==> config.mk <==
export PLATFORM = sky130hd
export DESIGN_NAME = adc_model_multi
export DESIGN_NICKNAME = d
export VERILOG_FILES = /design/src/rtl/adc_model_pkg.sv /design/src/rtl/adc_model_lane_shifter.sv /design/src/rtl/adc_model_multi.sv
export SDC_FILE = /design/constraint.sdc
export NUM_CORES = 1
export LEC_CHECK = 0
export ABC_AREA = 1
export BUFFER_PORTS_ARGS = -buffer_cell sky130_fd_sc_hd__buf_2
export CELL_PAD_IN_SITES_DETAIL_PLACEMENT = 2
export CELL_PAD_IN_SITES_GLOBAL_PLACEMENT = 2
export CORE_ASPECT_RATIO = 1.2
export CORE_MARGIN = 2
export CORE_UTILIZATION = 35
export CTS_CLUSTER_SIZE = 25
export DETAILED_ROUTE_END_ITERATION = 8
export PLACE_DENSITY_LB_ADDON = 0.1
export SLEW_MARGIN = 40
export SYNTH_ARGS = -nofsm -noshare
export SYNTH_HDL_FRONTEND = slang
export SYNTH_HIERARCHICAL = 1
export SYNTH_SLANG_ARGS = --single-unit
export TNS_END_PERCENT = 100
==> constraint.sdc <==
create_clock -name clk -period 4.6 [get_ports clk]
set_input_delay 0.92 -clock clk [delete_from_list [all_inputs] [get_ports clk]]
set_output_delay 0.92 -clock clk [all_outputs]
set_load 0.05 [all_outputs]
==> src/rtl/adc_model_pkg.sv <==
// rtl/adc_model_pkg.sv - shared types and constants for the multi-channel SPI ADC model
// Contents: device mode and FSM state enums, lane-mode codes, register addresses.
package adc_model_pkg;

  typedef enum logic {
    REG_ACCESS = 1'b0,
    CNV        = 1'b1
  } device_mode_t;

  typedef enum logic [1:0] {
    IDLE    = 2'd0,
    CONVERT = 2'd1,
    READY   = 2'd2,
    SHIFT   = 2'd3
  } adc_state_t;

  localparam logic [1:0]  LaneModeOne  = 2'b00;
  localparam logic [1:0]  LaneModeTwo  = 2'b01;
  localparam logic [1:0]  LaneModeFour = 2'b10;

  localparam logic [14:0] ExitReg      = 15'h0014;
  localparam logic [14:0] ModeReg      = 15'h0020;

  // Top three command bits that switch the device into register access
  localparam logic [2:0]  RegAccessKey = 3'b101;

endpackage

==> src/rtl/adc_model_lane_shifter.sv <==
// rtl/adc_model_lane_shifter.sv - per-channel shadow word and 4-lane MSB-first serialiser
// Ports:
//   clk, rst       clock, synchronous active-high reset
//   load           capture load_word into the shadow, remaining bits = DATA_WIDTH
//   load_word      sample to snapshot
//   shift          emit the next group of 1/2/4 bits onto the lanes
//   clr            force the lanes to 0 (abort / end of readout)
//   lane_md        lane mode code (00/01/10 -> 1/2/4 lanes)
//   sdo            4 output lanes, lane 0 carries the most significant bit of each group
//   idx_zero       no bits left to shift
module adc_model_lane_shifter
  import adc_model_pkg::*;
#(
  parameter int DATA_WIDTH = 32
) (
  input  logic                  clk,
  input  logic                  rst,
  input  logic                  load,
  input  logic [DATA_WIDTH-1:0] load_word,
  input  logic                  shift,
  input  logic                  clr,
  input  logic [1:0]            lane_md,
  output logic [3:0]            sdo,
  output logic                  idx_zero
);

  localparam int IdxW = $clog2(DATA_WIDTH + 1);

  // The shadow is shifted left as it is consumed, so the next bit to send is
  // always at the top; idx only tracks how many bits remain.
  logic [DATA_WIDTH-1:0] shadow;
  logic [DATA_WIDTH-1:0] shadow_n;
  logic [IdxW-1:0]       idx;
  logic [IdxW-1:0]       idx_n;
  logic [IdxW-1:0]       lane_w;
  logic [3:0]            sdo_n;

  always_comb begin
    lane_w   = IdxW'(1);
    shadow_n = shadow << 1;
    case (lane_md)
      LaneModeTwo: begin
        lane_w   = IdxW'(2);
        shadow_n = shadow << 2;
      end
      LaneModeFour: begin
        lane_w   = IdxW'(4);
        shadow_n = shadow << 4;
      end
      default: begin
        lane_w   = IdxW'(1);
        shadow_n = shadow << 1;
      end
    endcase

    sdo_n    = '0;
    sdo_n[0] = shadow[DATA_WIDTH-1];
    if (lane_w >= IdxW'(2)) sdo_n[1] = shadow[DATA_WIDTH-2];
    if (lane_w >= IdxW'(4)) begin
      sdo_n[2] = shadow[DATA_WIDTH-3];
      sdo_n[3] = shadow[DATA_WIDTH-4];
    end

    // Saturate so a lane-mode change mid-word can never wrap the count
    idx_n = (idx > lane_w) ? idx - lane_w : '0;
  end

  always_ff @(posedge clk) begin
    if (rst) begin
      shadow <= '0;
      idx    <= '0;
      sdo    <= '0;
    end else if (load) begin
      shadow <= load_word;
      idx    <= IdxW'(DATA_WIDTH);
    end else if (clr) begin
      sdo    <= '0;
    end else if (shift) begin
      sdo    <= sdo_n;
      shadow <= shadow_n;
      idx    <= idx_n;
    end
  end

  assign idx_zero = (idx == '0);

endmodule

==> src/rtl/adc_model_multi.sv <==
// rtl/adc_model_multi.sv - clock-synchronous multi-channel SPI ADC simulation model
// Optional feature macro: ADC_MODEL_MULTI_RAMP_EN (per-channel ramp counters replace test_pattern).
// Ports:
//   clk            model clock, at least 4x the sck frequency
//   rst            synchronous active-high reset
//   cnv            conversion start, rising edge
//   busy           high while converting
//   sck, csn, sdi  SPI clock, active-low select, command input
//   sdo            NUM_CH*4 lanes, channel c owns sdo[4c+3:4c]
//   test_pattern   per-channel sample source, channel c at [c*DATA_WIDTH +: DATA_WIDTH]
//   reg_cmd        last 24 SDI bits shifted in
//   lane_md        current lane mode
module adc_model_multi
  import adc_model_pkg::*;
#(
  parameter int NUM_CH     = 2,
  parameter int DATA_WIDTH = 32,
  parameter int CNV_CYCLES = 282
) (
  input  logic                         clk,
  input  logic                         rst,
  input  logic                         cnv,
  output logic                         busy,
  input  logic                         sck,
  input  logic                         csn,
  input  logic                         sdi,
  output logic [NUM_CH*4-1:0]          sdo,
  input  logic [NUM_CH*DATA_WIDTH-1:0] test_pattern,
  output logic [23:0]                  reg_cmd,
  output logic [1:0]                   lane_md
);

  localparam int CntW = $clog2(CNV_CYCLES);

  logic cnv_q, cnv_p, sck_q, sck_p, csn_q, csn_p, sdi_q;
  logic cnv_rise, sck_rise, csn_fall, csn_rise;

  adc_state_t        state, state_n;
  device_mode_t      mode;
  logic [CntW-1:0]   cnt;
  logic              start, load, shift, clr;
  logic [NUM_CH*4-1:0] lanes;
  logic [NUM_CH-1:0] idx_zero;

  // Edges compare the registered input against its previous registered value
  assign cnv_rise = cnv_q & ~cnv_p;
  assign sck_rise = sck_q & ~sck_p;
  assign csn_fall = ~csn_q & csn_p;
  assign csn_rise = csn_q & ~csn_p;

  always_ff @(posedge clk) begin
    if (rst) state <= IDLE;
    else     state <= state_n;
  end

  always_comb begin
    state_n = state;
    start   = 1'b0;
    load    = 1'b0;
    shift   = 1'b0;
    clr     = 1'b0;
    case (state)
      IDLE: begin
        if (cnv_rise) begin
          start   = 1'b1;
          state_n = CONVERT;
        end
      end
      CONVERT: begin
        // cnv edges here are ignored; the counter keeps running
        if (cnt == CntW'(CNV_CYCLES - 1)) begin
          load    = 1'b1;
          state_n = READY;
        end
      end
      READY: begin
        if (cnv_rise) begin
          start   = 1'b1;
          clr     = 1'b1;
          state_n = CONVERT;
        end else if (csn_fall && mode == CNV) begin
          state_n = SHIFT;
        end
      end
      SHIFT: begin
        if (cnv_rise) begin
          start   = 1'b1;
          clr     = 1'b1;
          state_n = CONVERT;
        end else if (sck_rise && !csn_q && mode == CNV) begin
          if (&idx_zero) begin
            clr     = 1'b1;
            state_n = IDLE;
          end else begin
            shift   = 1'b1;
          end
        end
      end
      default: state_n = IDLE;
    endcase
  end

  always_ff @(posedge clk) begin
    if (rst) begin
      cnv_q   <= 1'b0;
      cnv_p   <= 1'b0;
      sck_q   <= 1'b0;
      sck_p   <= 1'b0;
      csn_q   <= 1'b1;
      csn_p   <= 1'b1;
      sdi_q   <= 1'b0;
      cnt     <= '0;
      mode    <= CNV;
      reg_cmd <= '0;
      lane_md <= LaneModeOne;
    end else begin
      cnv_q <= cnv;
      cnv_p <= cnv_q;
      sck_q <= sck;
      sck_p <= sck_q;
      csn_q <= csn;
      csn_p <= csn_q;
      sdi_q <= sdi;

      if (start)                 cnt <= '0;
      else if (state == CONVERT) cnt <= cnt + CntW'(1);

      if (csn_fall)               reg_cmd <= '0;
      else if (sck_rise && !csn_q) reg_cmd <= {reg_cmd[22:0], sdi_q};

      if (csn_rise) begin
        if (reg_cmd[23:21] == RegAccessKey) begin
          mode <= REG_ACCESS;
        end else if (mode == REG_ACCESS) begin
          // Lane code 2'b11 is reserved and leaves the current mode in place
          if (reg_cmd[23:8] == {1'b0, ModeReg} && reg_cmd[7:6] != 2'b11)
            lane_md <= reg_cmd[7:6];
          else if (reg_cmd[23:8] == {1'b0, ExitReg} && reg_cmd[0])
            mode <= CNV;
        end
      end
    end
  end

  for (genvar c = 0; c < NUM_CH; c++) begin : g_ch
    logic [DATA_WIDTH-1:0] src;
`ifdef ADC_MODEL_MULTI_RAMP_EN
    logic [DATA_WIDTH-1:0] ramp_q;
    always_ff @(posedge clk) begin
      if (rst)       ramp_q <= DATA_WIDTH'(c);
      else if (load) ramp_q <= ramp_q + DATA_WIDTH'(NUM_CH);
    end
    assign src = ramp_q;
`else
    assign src = test_pattern[c*DATA_WIDTH +: DATA_WIDTH];
`endif
    adc_model_lane_shifter #(
      .DATA_WIDTH(DATA_WIDTH)
    ) u_shifter (
      .clk      (clk),
      .rst      (rst),
      .load     (load),
      .load_word(src),
      .shift    (shift),
      .clr      (clr),
      .lane_md  (lane_md),
      .sdo      (lanes[4*c +: 4]),
      .idx_zero (idx_zero[c])
    );
  end

  assign busy = (state == CONVERT);
  // Register-access mode never drives data, even if a readout was interrupted
  assign sdo  = (mode == CNV) ? lanes : '0;

endmodule

* Word-level counts from Yosys, hierarchy flattened
Index checks and enable logic that the tools add are counted.
** Storage, ports and cells
- Flip-flop bits (word level) :: 129
- Bits of input ports :: 70
- Output and inout bits :: 35
- Logic and storage cells :: 126
** Cells by class
- $add $sub $neg :: 3
- Order comparisons :: 4
- Equal/unequal tests :: 16
- Muxes and demuxes :: 50
- Bitwise logic cells :: 12
- Reductions and logical operators :: 21
** Operators by type and width (number)
- $mux W32 :: 6
- $pmux W32 S2 :: 2
- $mux W6 :: 8
- $mux W2 :: 9
- $mux W1 :: 17
- $eq A16 B5 Y1 const B :: 1
- $eq A16 B6 Y1 const B :: 1
- $mux W4 :: 4
- $logic_not A6 Y1 :: 2
- $add A9 B1 Y9 const B :: 1
- $eq A9 B9 Y1 const B :: 1
- $ne A3 B3 Y1 const B :: 3
- $mux W8 :: 1
- $not A1 Y1 :: 8
- $pmux W2 S4 :: 1
- $reduce_and A2 Y1 :: 4
- $eq A2 B2 Y1 const B :: 3
- $ge A6 B2 Y1 const B :: 1
- $ge A6 B3 Y1 const B :: 1
- $gt A6 B3 Y1 :: 1
- $gt A6 B6 Y1 :: 1
- $pmux W3 S2 :: 1
- $reduce_or A2 Y1 :: 3
- $sub A6 B3 Y6 :: 1
- 14 further kinds :: 25

* Longest topological paths before layout
- Word-level depth :: 10
- Mapped depth :: 13
- Mapped depth without buffers :: 13

* Modules after synthesis
Netlist, hierarchy kept.
** By module, submodules not included
- adc_model_lane_shifter at g_ch[1].u_shifter :: times used 1, cells each 380, area each 2618.8 µm², seq. area each 840.8 µm²
- adc_model_lane_shifter at g_ch[0].u_shifter :: times used 1, cells each 381, area each 2617.5 µm², seq. area each 840.8 µm²
- adc_model_multi :: times used 1, cells each 282, area each 2043.2 µm², seq. area each 900.9 µm²

* Worst setup path before layout
OpenSTA, ideal clock, no wires.
- Path kind :: reg-to-reg
- Start point :: register lane_md[0]
- End point :: register g_ch[1].u_shifter.idx[3]
- Setup time :: 121 ps
- Data arrival time :: 2304 ps
- Required time :: 4479 ps
- Setup slack :: 2175 ps
- Stages on the path, launching flop included :: 12
- Buffers on the path :: 0
- Clock period less this slack :: 2425 ps
- Cell sequence :: dfxtp_1 inv_1 ha_1 ha_1 inv_1 fa_1 nand2_1 nand2_1 nand2_1 nand2_1 o21ai_0 nor3b_2
** Between the ends
- Word-level cells in the longest chain between the ends :: 4
- Elaborated cells between the ends (all ways) :: 6
- Classes of those cells :: add/sub: 1; order compare: 1; eq/ne: 2; mux: 2
** Ends and longest elaborated chain
- start, declared :: line adc_model_multi.sv:30 : output logic [1:0] lane_md
- start signal, assigned :: line adc_model_multi.sv:115 : lane_md <= LaneModeOne;
- start signal, assigned :: line adc_model_multi.sv:137 : lane_md <= reg_cmd[7:6];
- $eq A2 B2 Y1 / $eq A2 B1 Y1 (equally long branches) :: line adc_model_lane_shifter.sv:41 : case (lane_md)
- $pmux W3 S2 (*) :: line adc_model_lane_shifter.sv:41
- $sub A6 B3 Y6 / $gt A6 B3 Y1 (equally long branches) :: line adc_model_lane_shifter.sv:65 : idx_n = (idx > lane_w) ? idx - lane_w : '0;
- $mux W6 (*) :: line adc_model_lane_shifter.sv:65
- end signal, assigned :: line adc_model_lane_shifter.sv:75 : idx <= IdxW'(DATA_WIDTH);
- end signal, assigned :: line adc_model_lane_shifter.sv:81 : idx <= idx_n;
- end, declared :: line adc_model_lane_shifter.sv:33 : logic [IdxW-1:0] idx;
Mark *: on every way between the ends. The rest lies on a longest branch, timed or not.
A chain may end at the register's enable or synchronous reset.

* Worst setup path after layout
- Start point :: register state[1]
- End point :: register g_ch[0].u_shifter.shadow[29]
** Between the ends
- Word-level cells in the longest chain between the ends :: 4
- Elaborated cells between the ends (all ways) :: 10
- Classes of those cells :: eq/ne: 4; mux: 4; reduce/logical: 2
** Ends and longest elaborated chain
- start, declared :: line adc_model_multi.sv:38 : adc_state_t state, state_n;
- start signal, assigned :: line adc_model_multi.sv:53 : else state <= state_n;
- $eq A2 B1 Y1 (*) :: line adc_model_multi.sv:62 : case (state)
- $mux W1 (*) :: line adc_model_multi.sv:62
- via load :: line adc_model_multi.sv:41 : logic start, load, shift, clr;
- $ne A2 B1 Y1 (no line) / $reduce_bool A2 Y1 (equally long branches)
- $reduce_and A2 Y1 (no line)
- end signal, assigned :: line adc_model_lane_shifter.sv:74 : shadow <= load_word;
- end signal, assigned :: line adc_model_lane_shifter.sv:80 : shadow <= shadow_n;
- end, declared :: line adc_model_lane_shifter.sv:31 : logic [DATA_WIDTH-1:0] shadow;
The timed path passes the listed nets; every way through them passes the cells marked *.

==> results.py <==
metrics = {
    "status": {
        "run_status": "finished, final reports clean",
    },
    "finish": {
        "nets": 1198,
        "syn2layout_area_growth_pct": 15.9,
        "fillers": 2509,
        "diodes": 0,
        "ff_latch_area_um2": 2580,
        "drive_above_1_share_pct": 15.9,
        "multiInputGateArea_um2": 3780,
    },
    "routing": {
        "met2WireLength_um": 12400,
        "drc_errors": 0,
        "wirelength_um": 23700,
        "met3WireLength_um": 593,
        "viasPerCell": 5.40,
        "first_pass_iters": 4,
        "vias": 7484,
        "wl_per_cell_um": 17.1,
        "maxUsedRoutingLayer": "met4",
        "drtAntennaViolNets": 0,
        "wl_met1_um": 10500,
        "drt_iter0_drc": 272,
    },
    "setup_path": {
        "arrival_ns": 3.28,
        "slowest_stage": "nor4_2",
        "path_max_fanout": 34,
        "critical_path.cell_chain": "inv_2 -> nand2_1 -> nor4_2 -> inv_4 -> nand2_4 -> inv_2 -> a21oi_1 -> a21oi_1",
        "cp.required_ns": 4.92,
        "critical_path.max_stage_delay_ns": 0.75,
        "cp-start-kind": "flip-flop",
        "path_class": "flip-flop to flip-flop",
        "cp-end-kind": "flip-flop",
    },
    "power_and_ir_drop": {
        "cellPowerDensity_nw_per_um2": 334,
        "leakage_nw": 3.73,
        "power_mw": 2.82,
        "vdd_ir_drop_max_mv": 0.262,
    },
    "sta": {
        "hold-worst-slack_ns": 0.441,
        "tightest_slew_ns": 0.781,
        "fin_crit_ns": 2.96,
        "tns_ns": 0,
        "slew_headroom_pct": 47.5,
        "grt_setup_unrepaired": "false",
        "setup_viol": 0,
        "worst_slack_ns": 1.64,
        "clock_skew_ns": 0.0182,
        "slew_viol_final": 0,
        "fin_crit_sh_pct": 64.4,
        "fmax_mhz": 337,
        "final_hold_viol_count": 0,
    },
    "clock_network": {
        "ctsHoldBuffers": 0,
        "cts_resized": 0,
        "clock-sinks": 129,
        "clockBufferDepth": 2,
        "numCtsBuffers": 17,
        "cts.htree.levels": 4,
        "root_buffer": "clkbuf_16",
        "cts_tree": "done",
        "clk_pin_slew_ns": 0.07,
        "clk_latency_ns": 0.43,
        "post_cts_buffers": 0,
    },
    "synth": {
        "synth_fp_nets": 1133,
        "avgSynthCellArea_um2": 6.98,
        "synth.ff_latch_count": 129,
        "synth_warnings": 6,
        "ys_types": 40,
        "synthCells": 1043,
        "syn_area_um2": 7280,
        "synth-seq-area-share_pct": 35.5,
    },
    "floorplanning": {
        "die_area_um2": 22000,
        "die_y_um": 162,
        "num_io_pins": 105,
        "core_um2": 20300,
        "start_util_pct": 35.8,
        "die_w_um": 136,
        "rows": 57,
    },
    "global_routing": {
        "antenna_found_initial": 0,
        "gr-total-overflow": 0,
        "grt_first_pass_wirelength_um": 39800,
        "grt_start_max_net_pins": 42,
        "grt_usage_pct": 22.3,
        "grt_pass1_vias": 8005,
    },
    "placement": {
        "dpl.hpwl_um": 15700,
        "gp_congestion": 0.778,
        "io_buffers": 104,
        "dpl_worst_slack_ns": 1.62,
    },
    "flow_run": {
        "maxCapViolCount": 0,
    },
    "hold_path": {
        "min_path_type": "flip-flop to flip-flop",
    },
}
## worst max-delay path, delay by kind of cell (launching register included)
kind	cells	cell delay, ns
AND/OR/NAND/NOR	3	1.30
buffers and inverters	3	0.78
AO/OA/AOI/OAI	2	0.35
flip-flops	1	0.38
## per-stage QoR
step | util (%) | area [um2] | cells
after CTS | 41.5 | 8440 | 1386
after global routing | 41.5 | 8440 | 1386
after detailed placement | 38.6 | 7840 | 1354
after global placement | 38.6 | 7840 | 1354
final | 41.5 | 8440 | 1386
after floorplan | - | 7280 | 1043
## placed cells by master (no fill, tap or decap), types with 2 or more instances in the layout
master,synthesis,layout
a21oi_1,158,158
nand2_1,151,151
inv_1,141,138
dfxtp_1,129,129
buf_2,34,104
o21ai_0,84,84
nand3_1,84,84
nor2_1,62,62
o221ai_1,50,50
nand4_1,21,21
ha_1,18,18
clkbuf_16,0,17
inv_2,12,15
a211oi_1,15,15
nor3_1,8,8
inv_6,0,8
o21ai_1,6,6
buf_4,6,6
or2_2,5,5
nand2_4,4,4
o211ai_1,4,4
nand3_2,3,3
o22ai_1,3,3
xor2_1,2,2
or2_0,2,2
bufinv_16,0,2
clkinvlp_4,0,2
inv_4,2,2
nor3b_2,2,2
xnor2_1,2,2
fa_1,2,2
## sequential cells by signal (all words and copies together), names as in the netlist
register	flops
g_ch.u_shifter/shadow	64
mode	1
sck_q	1
cnv_q	1
lane_md	2
state	2
cnt	9
reg_cmd	24
csn_q	1
g_ch.u_shifter/sdo	8
sdi_q	1
sck_p	1
g_ch.u_shifter/idx	12
csn_p	1
cnv_p	1
## layout make-up
cell class	instances	share of cell area [%]
Tap cell	265	3.93
Clock buffer	17	5.04
Timing Repair Buffer	110	6.70
Inverter	155	6.95
Sequential cell	129	30.6
Clock inverter	15	2.02
Multi-Input combinational cell	695	44.8
## power by group
part           internal, mW  total [mW]  leakage, nW  switching [mW]
logic                0.0772       0.252         2.40           0.175
registers              1.14        1.17         1.04          0.0285
clock network         0.815        1.40        0.288           0.585
## cells by family (layout without fill, tap and decap cells)
logic type      after synthesis  in the layout  synth area share (%)
fa+ha+maj                    20             20                  3.64
buf+inv                     219            297                  12.7
simple gates                346            346                  21.8
compound gates              325            325                  25.8
xor+xnor                      4              4                 0.481
flops                       129            129                  35.5
## routing by layer
metal  track usage [%]  up-vias
met5                 0        -
met4              6.01        0
met3              3.31       18
met2              40.9       99
met1              26.9     3679
li1                  -     3688
## final timing paths
kind | start | to | slack, ns | depth (start not counted)
worst min register to register | cnv_q | cnv_p | 0.44 | 2
worst min-delay path | cnv_q | cnv_p | 0.44 | 2
worst max register to register | state[1] | g_ch[0].u_shifter/shadow[29] | 1.64 | 8
worst max-delay path | state[1] | g_ch[0].u_shifter/shadow[29] | 1.64 | 8
## Yosys cell counts (all sizes together)
| library cell | n | area [um2] |
|---|---|---|
| a21oi | 159 | 800 |
| inv | 155 | 587 |
| nand2 | 155 | 612 |
| dfxtp | 129 | 2580 |
| o21ai | 90 | 450 |
| nand3 | 87 | 450 |
| nor2 | 63 | 253 |
| o221ai | 50 | 438 |
| buf | 47 | 272 |
| nand4 | 22 | 144 |
| ha | 18 | 225 |
| clkbuf | 17 | 68.8 |
| a211oi | 15 | 113 |
| nor3 | 9 | 56.3 |
| or2 | 7 | 43.8 |
| o211ai | 4 | 30.0 |
| o22ai | 3 | 18.8 |
| fa | 2 | 40.0 |
| nor3b | 2 | 25.0 |
| xnor2 | 2 | 17.5 |
| xor2 | 2 | 17.5 |
| a22o | 1 | 8.76 |
| a31oi | 1 | 6.26 |
| nor4 | 1 | 6.26 |
| o21a | 1 | 7.51 |
| o31ai | 1 | 7.51 |
Power figures use the tool's default switching activity.
